===== src/rtl/bus_arbiter_rr.sv =====
`default_nettype none
// ============================================================================
// Module   : bus_arbiter_rr
// Brief    : Round-robin arbiter for NUM_MASTERS requesters sharing one
//            memory bus. It uses an RQ/GRANT handshake gated by the memory
//            ready signal and has an optional hold timeout that revokes
//            a grant.
// Revision : 1.0 - initial release
// ============================================================================
module bus_arbiter_rr #(
  parameter int NUM_MASTERS = 4,
  parameter int MAX_HOLD    = 0
) (
  input  logic                           clk_i,
  input  logic                           reset_i,
  input  logic [NUM_MASTERS-1:0]         rq_i,
  input  logic                           bus_mem_ready_i,
  output logic [NUM_MASTERS-1:0]         grant_o,
  output logic [$clog2(NUM_MASTERS)-1:0] grant_id_o,
  output logic                           bus_busy_o,
  output logic                           timeout_pulse_o
);

  localparam int                IDW          = $clog2(NUM_MASTERS);
  localparam logic [IDW:0]      C_NUM        = (IDW+1)'(NUM_MASTERS);
  localparam logic [IDW-1:0]    C_LAST_INIT  = IDW'(NUM_MASTERS-1);
  localparam logic [15:0]       C_HOLD_LAST  = 16'(MAX_HOLD-1);
  localparam logic [15:0]       C_HOLD_SAT   = 16'hFFFF;
  localparam bit                C_TIMEOUT_EN = (MAX_HOLD != 0);
  localparam logic [NUM_MASTERS-1:0] C_ONE   = NUM_MASTERS'(1);

  typedef enum logic [1:0] {
    ST_IDLE         = 2'd0,
    ST_GRANT        = 2'd1,
    ST_WAIT_MEM_LOW = 2'd2
  } state_t;

  state_t                  state_q, state_d;
  logic [NUM_MASTERS-1:0]  grant_q, grant_d;
  logic [IDW-1:0]          grant_id_q, grant_id_d;
  logic [IDW-1:0]          last_q, last_d;
  logic [15:0]             hold_q, hold_d;
  logic                    timeout_q, timeout_d;
  logic                    busy_q, busy_d;

  // Request vector repeated twice so the rotated search never needs a modulo.
  logic [2*NUM_MASTERS-1:0] w_rq_dbl;
  logic [IDW:0]             w_pos;
  logic [IDW:0]             w_wrap;
  logic                     w_found;
  logic [IDW-1:0]           w_win;
  logic                     w_own_rq;

  assign w_rq_dbl = {rq_i, rq_i};
  assign w_own_rq = rq_i[grant_id_q];

  // Find the first requester after the last owner, wrapping around once.
  always_comb begin
    w_pos   = '0;
    w_wrap  = '0;
    w_found = 1'b0;
    w_win   = '0;
    for (int k = 1; k <= NUM_MASTERS; k++) begin
      w_pos = {1'b0, last_q} + (IDW+1)'(k);
      if (!w_found && w_rq_dbl[w_pos]) begin
        w_found = 1'b1;
        w_wrap  = (w_pos >= C_NUM) ? (w_pos - C_NUM) : w_pos;
        w_win   = w_wrap[IDW-1:0];
      end
    end
  end

  // Next-state and output decode for the IDLE / GRANT / WAIT_MEM_LOW handshake.
  always_comb begin
    state_d    = state_q;
    grant_d    = grant_q;
    grant_id_d = grant_id_q;
    last_d     = last_q;
    hold_d     = hold_q;
    timeout_d  = 1'b0;
    case (state_q)
      ST_IDLE: begin
        grant_d = '0;
        if (w_found && !bus_mem_ready_i) begin
          grant_d    = C_ONE << w_win;
          grant_id_d = w_win;
          last_d     = w_win;
          hold_d     = '0;
          state_d    = ST_GRANT;
        end
      end
      ST_GRANT: begin
        if (w_own_rq && (hold_q != C_HOLD_SAT)) begin
          hold_d = hold_q + 16'd1;
        end
        // A release on the same edge as the timeout wins: no pulse.
        if (!w_own_rq) begin
          grant_d = '0;
          state_d = ST_WAIT_MEM_LOW;
        end else if (C_TIMEOUT_EN && (hold_q == C_HOLD_LAST)) begin
          grant_d   = '0;
          timeout_d = 1'b1;
          state_d   = ST_WAIT_MEM_LOW;
        end
      end
      ST_WAIT_MEM_LOW: begin
        grant_d = '0;
        if (!bus_mem_ready_i) begin
          state_d = ST_IDLE;
        end
      end
      default: begin
        grant_d = '0;
        state_d = ST_IDLE;
      end
    endcase
    busy_d = (state_d != ST_IDLE);
  end

  // State and output registers; reset takes effect immediately.
  always_ff @(posedge clk_i or posedge reset_i) begin
    if (reset_i) begin
      state_q    <= ST_IDLE;
      grant_q    <= '0;
      grant_id_q <= '0;
      last_q     <= C_LAST_INIT;
      hold_q     <= '0;
      timeout_q  <= 1'b0;
      busy_q     <= 1'b0;
    end else begin
      state_q    <= state_d;
      grant_q    <= grant_d;
      grant_id_q <= grant_id_d;
      last_q     <= last_d;
      hold_q     <= hold_d;
      timeout_q  <= timeout_d;
      busy_q     <= busy_d;
    end
  end

  assign grant_o         = grant_q;
  assign grant_id_o      = grant_id_q;
  assign bus_busy_o      = busy_q;
  assign timeout_pulse_o = timeout_q;

endmodule
`default_nettype wire


===== config.mk =====
export PLATFORM = sky130hd
export DESIGN_NAME = bus_arbiter_rr
export DESIGN_NICKNAME = d
export VERILOG_FILES = /design/src/rtl/bus_arbiter_rr.sv
export SDC_FILE = /design/constraint.sdc
export NUM_CORES = 1
export LEC_CHECK = 0
export ABC_AREA = 1
export BUFFER_PORTS_ARGS = -buffer_cell sky130_fd_sc_hd__buf_2
export CAP_MARGIN = 25
export CORE_MARGIN = 4
export CORE_UTILIZATION = 55
export CTS_CLUSTER_SIZE = 30
export DETAILED_ROUTE_END_ITERATION = 10
export PLACE_DENSITY = 0.87
export SYNTH_ARGS = -nofsm -noshare
export SYNTH_HDL_FRONTEND = slang
export SYNTH_SLANG_ARGS = --single-unit

===== constraint.sdc =====
create_clock -name clk_i -period 4 [get_ports clk_i]
set_input_delay 0.4 -clock clk_i [delete_from_list [all_inputs] [get_ports clk_i]]
set_output_delay 0.4 -clock clk_i [all_outputs]
set_load 0.005 [all_outputs]

---- After elaboration in Yosys (flattened, before gate mapping) ----
Cells that the tools add are included.
word-level totals
  register bits after elaboration ......... 11
  bits of input ports ..................... 7
  output and inout bits ................... 8
  logic and storage cells ................. 66
operators by class
  $add $sub $neg .......................... 8
  order comparisons ....................... 9
  eq/ne operators ......................... 3
  shift operators ......................... 1
  mux-type cells .......................... 29
  reduce and logical (&&, ||, !) cells .... 11
operator list
  kind                   number
  $mux W2                11
  $lt A3 B4 Y1 const B   4
  $bmux W1 S3            4
  $ge A3 B3 Y1 const B   4
  $mux W1                9
  $mux W4                2
  $pmux W4 S2            1
  $sub A2 B1 Y2 const B  4
  $add A2 B2 Y3 const B  2
  $pmux W2 S3            1
  $logic_and A1 B1 Y1    4
  $logic_not A1 Y1       4
  $shl A1 B2 Y4 const A  1
  $add A2 B1 Y3 const B  1
  $add A2 B3 Y3 const B  1
  $lt A2 B3 Y1 const B   1
  $bmux W1 S2            1
  $eq A2 B1 Y1 const B   1
  $eq A2 B2 Y1 const B   1
  $logic_not A2 Y1       1
  $ne A2 B2 Y1 const B   1
  $reduce_and A2 Y1      1
  $reduce_bool A2 Y1     1

---- Depth between registers and ports, before layout ----
Gate-level depths: netlist of run 1.
  depth after elaboration ................. 17
  mapped depth ............................ 13
  mapped depth without buffers ............ 12

---- Worst setup path after synthesis of run 1 ----
No wires, ideal clock.
  path type ............................... flip-flop to flip-flop
  start point ............................. register last_q[0]
  end point ............................... register grant_q[0] (netlist: grant_o[0])
  library setup time ...................... 0.124 ns
  arrival time ............................ 1.401 ns
  data required time ...................... 3.876 ns
  setup slack ............................. 2.475 ns
  stages on the path, launching flop included .. 13
  buffers on the path ..................... 1
  clock period less this slack ............ 1.525 ns
  cells stage by stage .................... dfstp_2 buf_6 inv_8 nand2_2 nand2_2 nand2_1 nand2_2 nor2_4 nand3_2 nand2_4 inv_2 nand2_2 o21bai_2
on the way
  word-level cells in the longest chain between the ends .. 16
  elaborated cells on any way between the ends .. 42
  those cells by class .................... add/sub: 8; order compare: 4; shift: 1; mux: 22; reduce/logical: 7
RTL lines
  what                                                  line    RTL
  start: declaration                                    41      logic [IDW-1:0] last_q, last_d;
  start signal: assignment                              134     last_q <= last_d;
  $add A2 B1 Y3                                         64      w_pos = {1'b0, last_q} + (IDW+1)'(k);
  $bmux W1 S3                                           65      if (!w_found && w_rq_dbl[w_pos]) begin
  $mux W1 (not written as such)                         65
  $mux W1                                               65
  $logic_not A1 Y1                                      65
  $logic_and A1 B1 Y1                                   65
  $mux W1                                               65
  $logic_not A1 Y1                                      65
  $logic_and A1 B1 Y1                                   65
  $mux W1                                               65
  $logic_not A1 Y1                                      65
  $logic_and A1 B1 Y1                                   65
  $mux W2 or $mux W1 (tied branches)                    65
  $shl A1 B2 Y4 or $logic_and A1 B1 Y1 (tied branches)  85, 84
  $mux W4 (*)                                           84      if (w_found && !bus_mem_ready_i) begin
  $pmux W4 S2 (*)                                       81      case (state_q)
  end signal: assignment                                132     grant_q <= grant_d;
  end: declaration                                      39      logic [NUM_MASTERS-1:0] grant_q, grant_d;
Every way passes the cells marked *; elsewhere a longest branch is shown, timed or not. The select of a mux whose other input is x is not followed.
A chain may end at the register's enable or synchronous reset.

---- Worst setup path in the final report of run 1 ----
Same ends and word-level chain as after synthesis.

==> results.yml, run 1 <==
yosys:
  ys_seq_elements: 11
  synth-adder-area-share: 0
  synth_cell_type_count: 24
  yosys_warnings: 0
  synth_top_family_by_area: "simple AND/OR/NAND/NOR gates"
  yosysSeqAreaShare: 0.335
  netlist_instances: 115
  synth_simple_gate_area_frac: 0.472
  synth-xor-area-share: 0
  synth_compound_area_frac: 0.0845
  synth_area_um2: 830
  synthMuxAreaShare: 0
  syn_nets: 122
  postSynthAreaPerCell_um2: 7.21
clock_tree:
  cts-root-buf: "clkbuf_4"
  cts_tree: "built"
  insertion_delay_ns: 0.27
  post-cts-setup-buffers: 0
  htree_levels: 1
  cts_resized: 0
  cts_sinks: 11
  clk_path_buf_depth: 2
  hold_buffers: 0
  clk_pin_slew_ns: 0.07
  cts_inserted_buffers: 3
final_layout:
  post-route-util: 0.674
  final_cell_count_no_fill: 145
  finalNetCount: 138
  diodes: 0
  drive_above_1_share: 0.369
  final_common_cell: "nand2_1"
  layout_common_cells: "nand2_1 (38), nand2_2 (14), buf_2 (13)"
  fill_cells: 124
  area.growth.synth_to_final_pct: 11.0
  fin_area_um2: 921
die:
  fp-row-count: 13
  fp.dieW_um: 46.8
  die-height_um: 46.8
  start_util: 0.607
  die_area_um2: 2190
  io_pins: 15
  core_um2: 1370
detailed_routing:
  routedLengthMet1_um: 726
  top_layer: "met4"
  met3_length_um: 71
  avgRoutedWirePerCell_um: 11.6
  drtAntennaViolNets: 0
  viasPerCell: 5.21
  wl_met2_um: 851
  drc_errors: 0
  wl_um: 1680
  drt_iter0_markers: 21
  drt_first_pass_iters: 4
  vias: 755
global_routing:
  grt_antenna_before_repair: 0
  overflow: 0
  grt_first_pass_wirelength_um: 3030
  grt_max_degree: 12
  track_usage: 0.193
  grt_pass1_vias: 724
placement:
  place_ws_ns: 2.33
  hpwlAfterDp_um: 1380
  place_area_um2: 895
  place.gp.congestion: 0.826
  place_inst: 141
  portBuffers: 13
critical_path:
  critPathLaunchType: "flip-flop"
  end_kind: "flip-flop"
  cp_slowest_cell: "dfstp_2"
  cpPeakStageDelay_ns: 0.65
  path_max_fanout: 9
  reg2regPathDepth: 11
  path_cells: "inv_8, nand2_4, nand2_1, nand2_1, nand2_2, nor2_4, nand3_2, nand2_4, inv_2, nand2_2, o21bai_2"
  path_class: "flip-flop to flip-flop"
  crit_arrival_ns: 1.82
  worstPathRequired_ns: 4.16
sta:
  setup_violations: 0
  layout_setup_ws_ns: 2.34
  fmax_mhz: 602
  maxSlewViolCount: 0
  finalHoldViolations: 0
  fin_crit_ns: 1.66
  skew_ns: 0.00553
  rsz0062_at_grt: "false"
  tns_ns: 0
  fin_crit_sh: 0.416
power:
  p_leak_nw: 0.526
  irDropWorstVdd_mv: 0.514
  p_per_area_nw_per_um2: 913
run_status:
  status: "complete, no violations"
min_path:
  hp-class: "input pin to async pin"
job:
  drv_cap: 0
report_power, final:
| group | switching, mW | total (mW) | internal [mW] |
|---|---|---|---|
| Combinational | 0.350 | 0.541 | 0.191 |
| Clock | 0.0360 | 0.0746 | 0.0386 |
| Sequential | 0.0539 | 0.225 | 0.171 |
| Total | 0.440 | 0.841 | 0.401 |
cell usage after synthesis (all sizes together):
cell type | n | area [um2]
nand2 | 58 | 298
inv | 16 | 67.6
dfrtp | 9 | 225
nand3 | 8 | 45.0
o21ai | 7 | 38.8
nor2 | 6 | 37.5
buf | 2 | 18.8
dfstp | 2 | 52.6
a21oi | 1 | 5.00
conb | 1 | 3.75
nand4 | 1 | 6.26
nor3 | 1 | 5.00
o211ai | 1 | 7.51
o21a | 1 | 7.51
o21bai | 1 | 11.3
routing by layer:
metal,GRT usage,vias to the layer above
li1,-,387
met1,0.245,338
met2,0.320,25
met3,0.0345,5
met4,0.0829,0
met5,0,-
metrics by stage:
stage | hold WS (ns) | total power [mW]
floorplan | 0.251 | 0.658
global placement | 0.391 | 0.746
detailed placement | 0.403 | 0.766
CTS | 0.104 | 0.847
global route | 0.132 | 0.926
finish | 0.0996 | 0.841
worst max-delay path, delay by kind of cell, from the launching register on:
family                 cells  cell delay [ns]
AO/OA/AOI/OAI              1             0.07
AND/OR/NAND/NOR            8             0.70
buffers and inverters      2             0.13
flip-flops                 1             0.65
cell families (layout without fill, tap and decap cells):
kind of cell | count (synthesis) | count (layout)
AO/OA/AOI/OAI | 11 | 11
buffers and inverters | 18 | 33
flip-flops | 11 | 11
other | 1 | 1
AND/OR/NAND/NOR | 74 | 74
final cells by class:
class                           count  area, um2  area share
Timing Repair Buffer               13       65.1      0.0707
Inverter                           16       67.6      0.0734
Clock buffer                        4       26.3      0.0285
Sequential cell                    11        278       0.302
Tap cell                           15       18.8      0.0204
Multi-Input combinational cell     86        465       0.505
path summary, 6_finish.rpt:
path	startpoint	end	slack [ns]
hold reg to reg	grant_o[2]	grant_o[2]	0.49
setup / recovery	last_q[0]	grant_o[0]	2.34
min in group clk_i	grant_o[2]	grant_o[2]	0.49
hold / removal	reset_i	grant_o[1]	0.1
setup reg to reg	last_q[0]	grant_o[0]	2.34
max in group asynchronous	reset_i	last_q[0]	3.58
state kept, by name, indices dropped and copies added (netlist names):
signal      count
grant_o         4
state_q         2
grant_id_o      2
bus_busy_o      1
last_q          2
Note: power is estimated with default switching activity, not from simulation.
==> run 2, diff against run 1 <==
--- a/config.mk
+++ b/config.mk
@@ -9,10 +9,10 @@
 export BUFFER_PORTS_ARGS = -buffer_cell sky130_fd_sc_hd__buf_2
 export CAP_MARGIN = 25
 export CORE_MARGIN = 4
-export CORE_UTILIZATION = 55
+export CORE_UTILIZATION = 48
 export CTS_CLUSTER_SIZE = 30
 export DETAILED_ROUTE_END_ITERATION = 10
-export PLACE_DENSITY = 0.87
+export PLACE_DENSITY = 0.81
 export SYNTH_ARGS = -nofsm -noshare
 export SYNTH_HDL_FRONTEND = slang
 export SYNTH_SLANG_ARGS = --single-unit
==> constraint.sdc (replaced) <==
create_clock -name clk_i -period 1.5 [get_ports clk_i]
set_input_delay 0.15 -clock clk_i [delete_from_list [all_inputs] [get_ports clk_i]]
set_output_delay 0.15 -clock clk_i [all_outputs]
set_load 0.005 [all_outputs]
==> results.yml, run 2 (same netlist as run 1, synthesis figures left out) <==
run_status:
  status: "complete, but fails checks"
  violations: "setup timing"
global_routing:
  grt_antenna_before_repair: 0
  grt_first_pass_wirelength_um: 3680
  track_usage: 0.191
  overflow: 0
  grt_max_degree: 12
  grt_pass1_vias: 872
critical_path:
  crit_arrival_ns: 1.96
  path_class: "flip-flop to flip-flop"
  worstPathRequired_ns: 1.71
  r2r_start: "last_q[0]"
  r2r-end: "grant_o[0]"
  reg2regPathDepth: 10
  critPathLaunchType: "flip-flop"
  path_max_fanout: 8
  r2r_slack_ns: -0.25
  end_kind: "flip-flop"
final_layout:
  final_common_cell: "nand2_1"
  layout_common_cells: "nand2_1 (28), nand2_4 (16), nand2_2 (15)"
  fin_area_um2: 1140
  final_cell_count_no_fill: 161
  finalNetCount: 153
  area.growth.synth_to_final_pct: 37.6
  drive_above_1_share: 0.517
  largest_reg_flops: 4
  post-route-util: 0.724
  diodes: 0
sta:
  skew_ns: 0.00785
  hold_ws_ns: 0.213
  fmax_mhz: 571
  tns_ns: -1.89
  fin_crit_sh: 1.17
  finalHoldViolations: 0
  tightest_slew_ns: 0.596
  maxSlewViolCount: 0
  layout_setup_ws_ns: -0.252
  fin_crit_ns: 1.75
  max_slew_margin: 0.600
  rsz0062_at_grt: "true"
  setup_violations: 10
power:
  internal_power_mw: 1.38
  p_per_area_nw_per_um2: 2510
  p_switching_mw: 1.48
  total_power_mw: 2.86
  seq_power_share: 0.209
  irDropWorstVdd_mv: 1.68
  switching_share: 0.518
  p_leak_nw: 0.635
  combPwrFrac: 0.721
  clkPwrFrac: 0.070
detailed_routing:
  drc_errors: 0
  vias: 849
  wl_um: 2170
  drtAntennaViolNets: 0
  drt_iter0_markers: 20
  avgRoutedWirePerCell_um: 13.5
  viasPerCell: 5.27
  drt_first_pass_iters: 4
min_path:
  hp-start: "bus_mem_ready_i"
  min_to: "state_q[1]"
  hold_path_depth: 4
  hp-class: "input pin to flip-flop"
clock_tree:
  htree_levels: 1
  cts_inserted_buffers: 3
  cts_tree: "built"
  clk_path_buf_depth: 2
  clk_pin_slew_ns: 0.07
  cts_sinks: 11
  insertion_delay_ns: 0.27
  cts-root-buf: "clkbuf_4"
die:
  core_um2: 1580
  start_util: 0.526
  die-height_um: 49.6
  fp.dieW_um: 49.6
  io_pins: 15
  fp-row-count: 14
  die_area_um2: 2460
placement:
  place.gp.congestion: 0.927
  place_inst: 149
  hpwlAfterDp_um: 1420
  place_ws_ns: -0.176
  place_area_um2: 948
  portBuffers: 13
job:
  drv_cap: 0
-- run 2: critical path: stages (launching register included) --
cell and delay [ns]:
dfstp_2 0.66, inv_8 0.09, nand2_4 0.07, nand2_4 0.06, nand2_4 0.08, nand2_4 0.06, nor2_4 0.14, nand4_1 0.17
nand2_2 0.16, nand2_2 0.08, o21bai_4 0.11
-- run 2: how the worst max path moves through the flow --
stage                     startpoint    endpoint  cells after the start
after floorplan            last_q[0]  grant_o[0]                     12
after CTS                  last_q[0]  grant_o[3]                     11
after detailed placement   last_q[0]  grant_o[0]                     11
final                      last_q[0]  grant_o[0]                     10
after global routing       last_q[0]  grant_o[0]                     10
after global placement     last_q[0]  grant_o[0]                     11
-- run 2: final cells by class --
| class | count | area (um2) |
|---|---|---|
| Fill cell | 120 | 435 |
| Clock buffer | 4 | 26.3 |
| Timing Repair Buffer | 27 | 176 |
| Inverter | 16 | 70.1 |
| Tap cell | 16 | 20.0 |
| Sequential cell | 11 | 278 |
| Multi-Input combinational cell | 87 | 571 |
-- run 2: power groups by stage --
stage | sequential, mW | combinational, mW | clock [mW]
3_3_place_gp | 0.590 | 1.53 | 0
6_report | 0.597 | 2.06 | 0.201
4_1_cts | 0.593 | 1.78 | 0.203
5_1_grt | 0.621 | 2.25 | 0.224
2_1_floorplan | 0.555 | 1.20 | 0
3_5_place_dp | 0.597 | 1.57 | 0
-- run 2: timing repair --
item / 4_1_cts / 5_1_grt
pin swaps: 4 / 8
gates resized for setup: 11 / 17
endpoints found under the hold margin: 9 / 0
endpoints found under the setup margin: 10 / 10
setup buffers: 4 / 2
hold buffers: 1 / 0
gates cloned: 1 / 0
-- run 2: metal layers --
layer,vias up,GRT usage,part of all wire
li1,411,-,-
met1,396,0.217,0.37
met2,31,0.344,0.55
met3,11,0.0301,0.042
met4,0,0.0876,0.036
met5,-,0,0
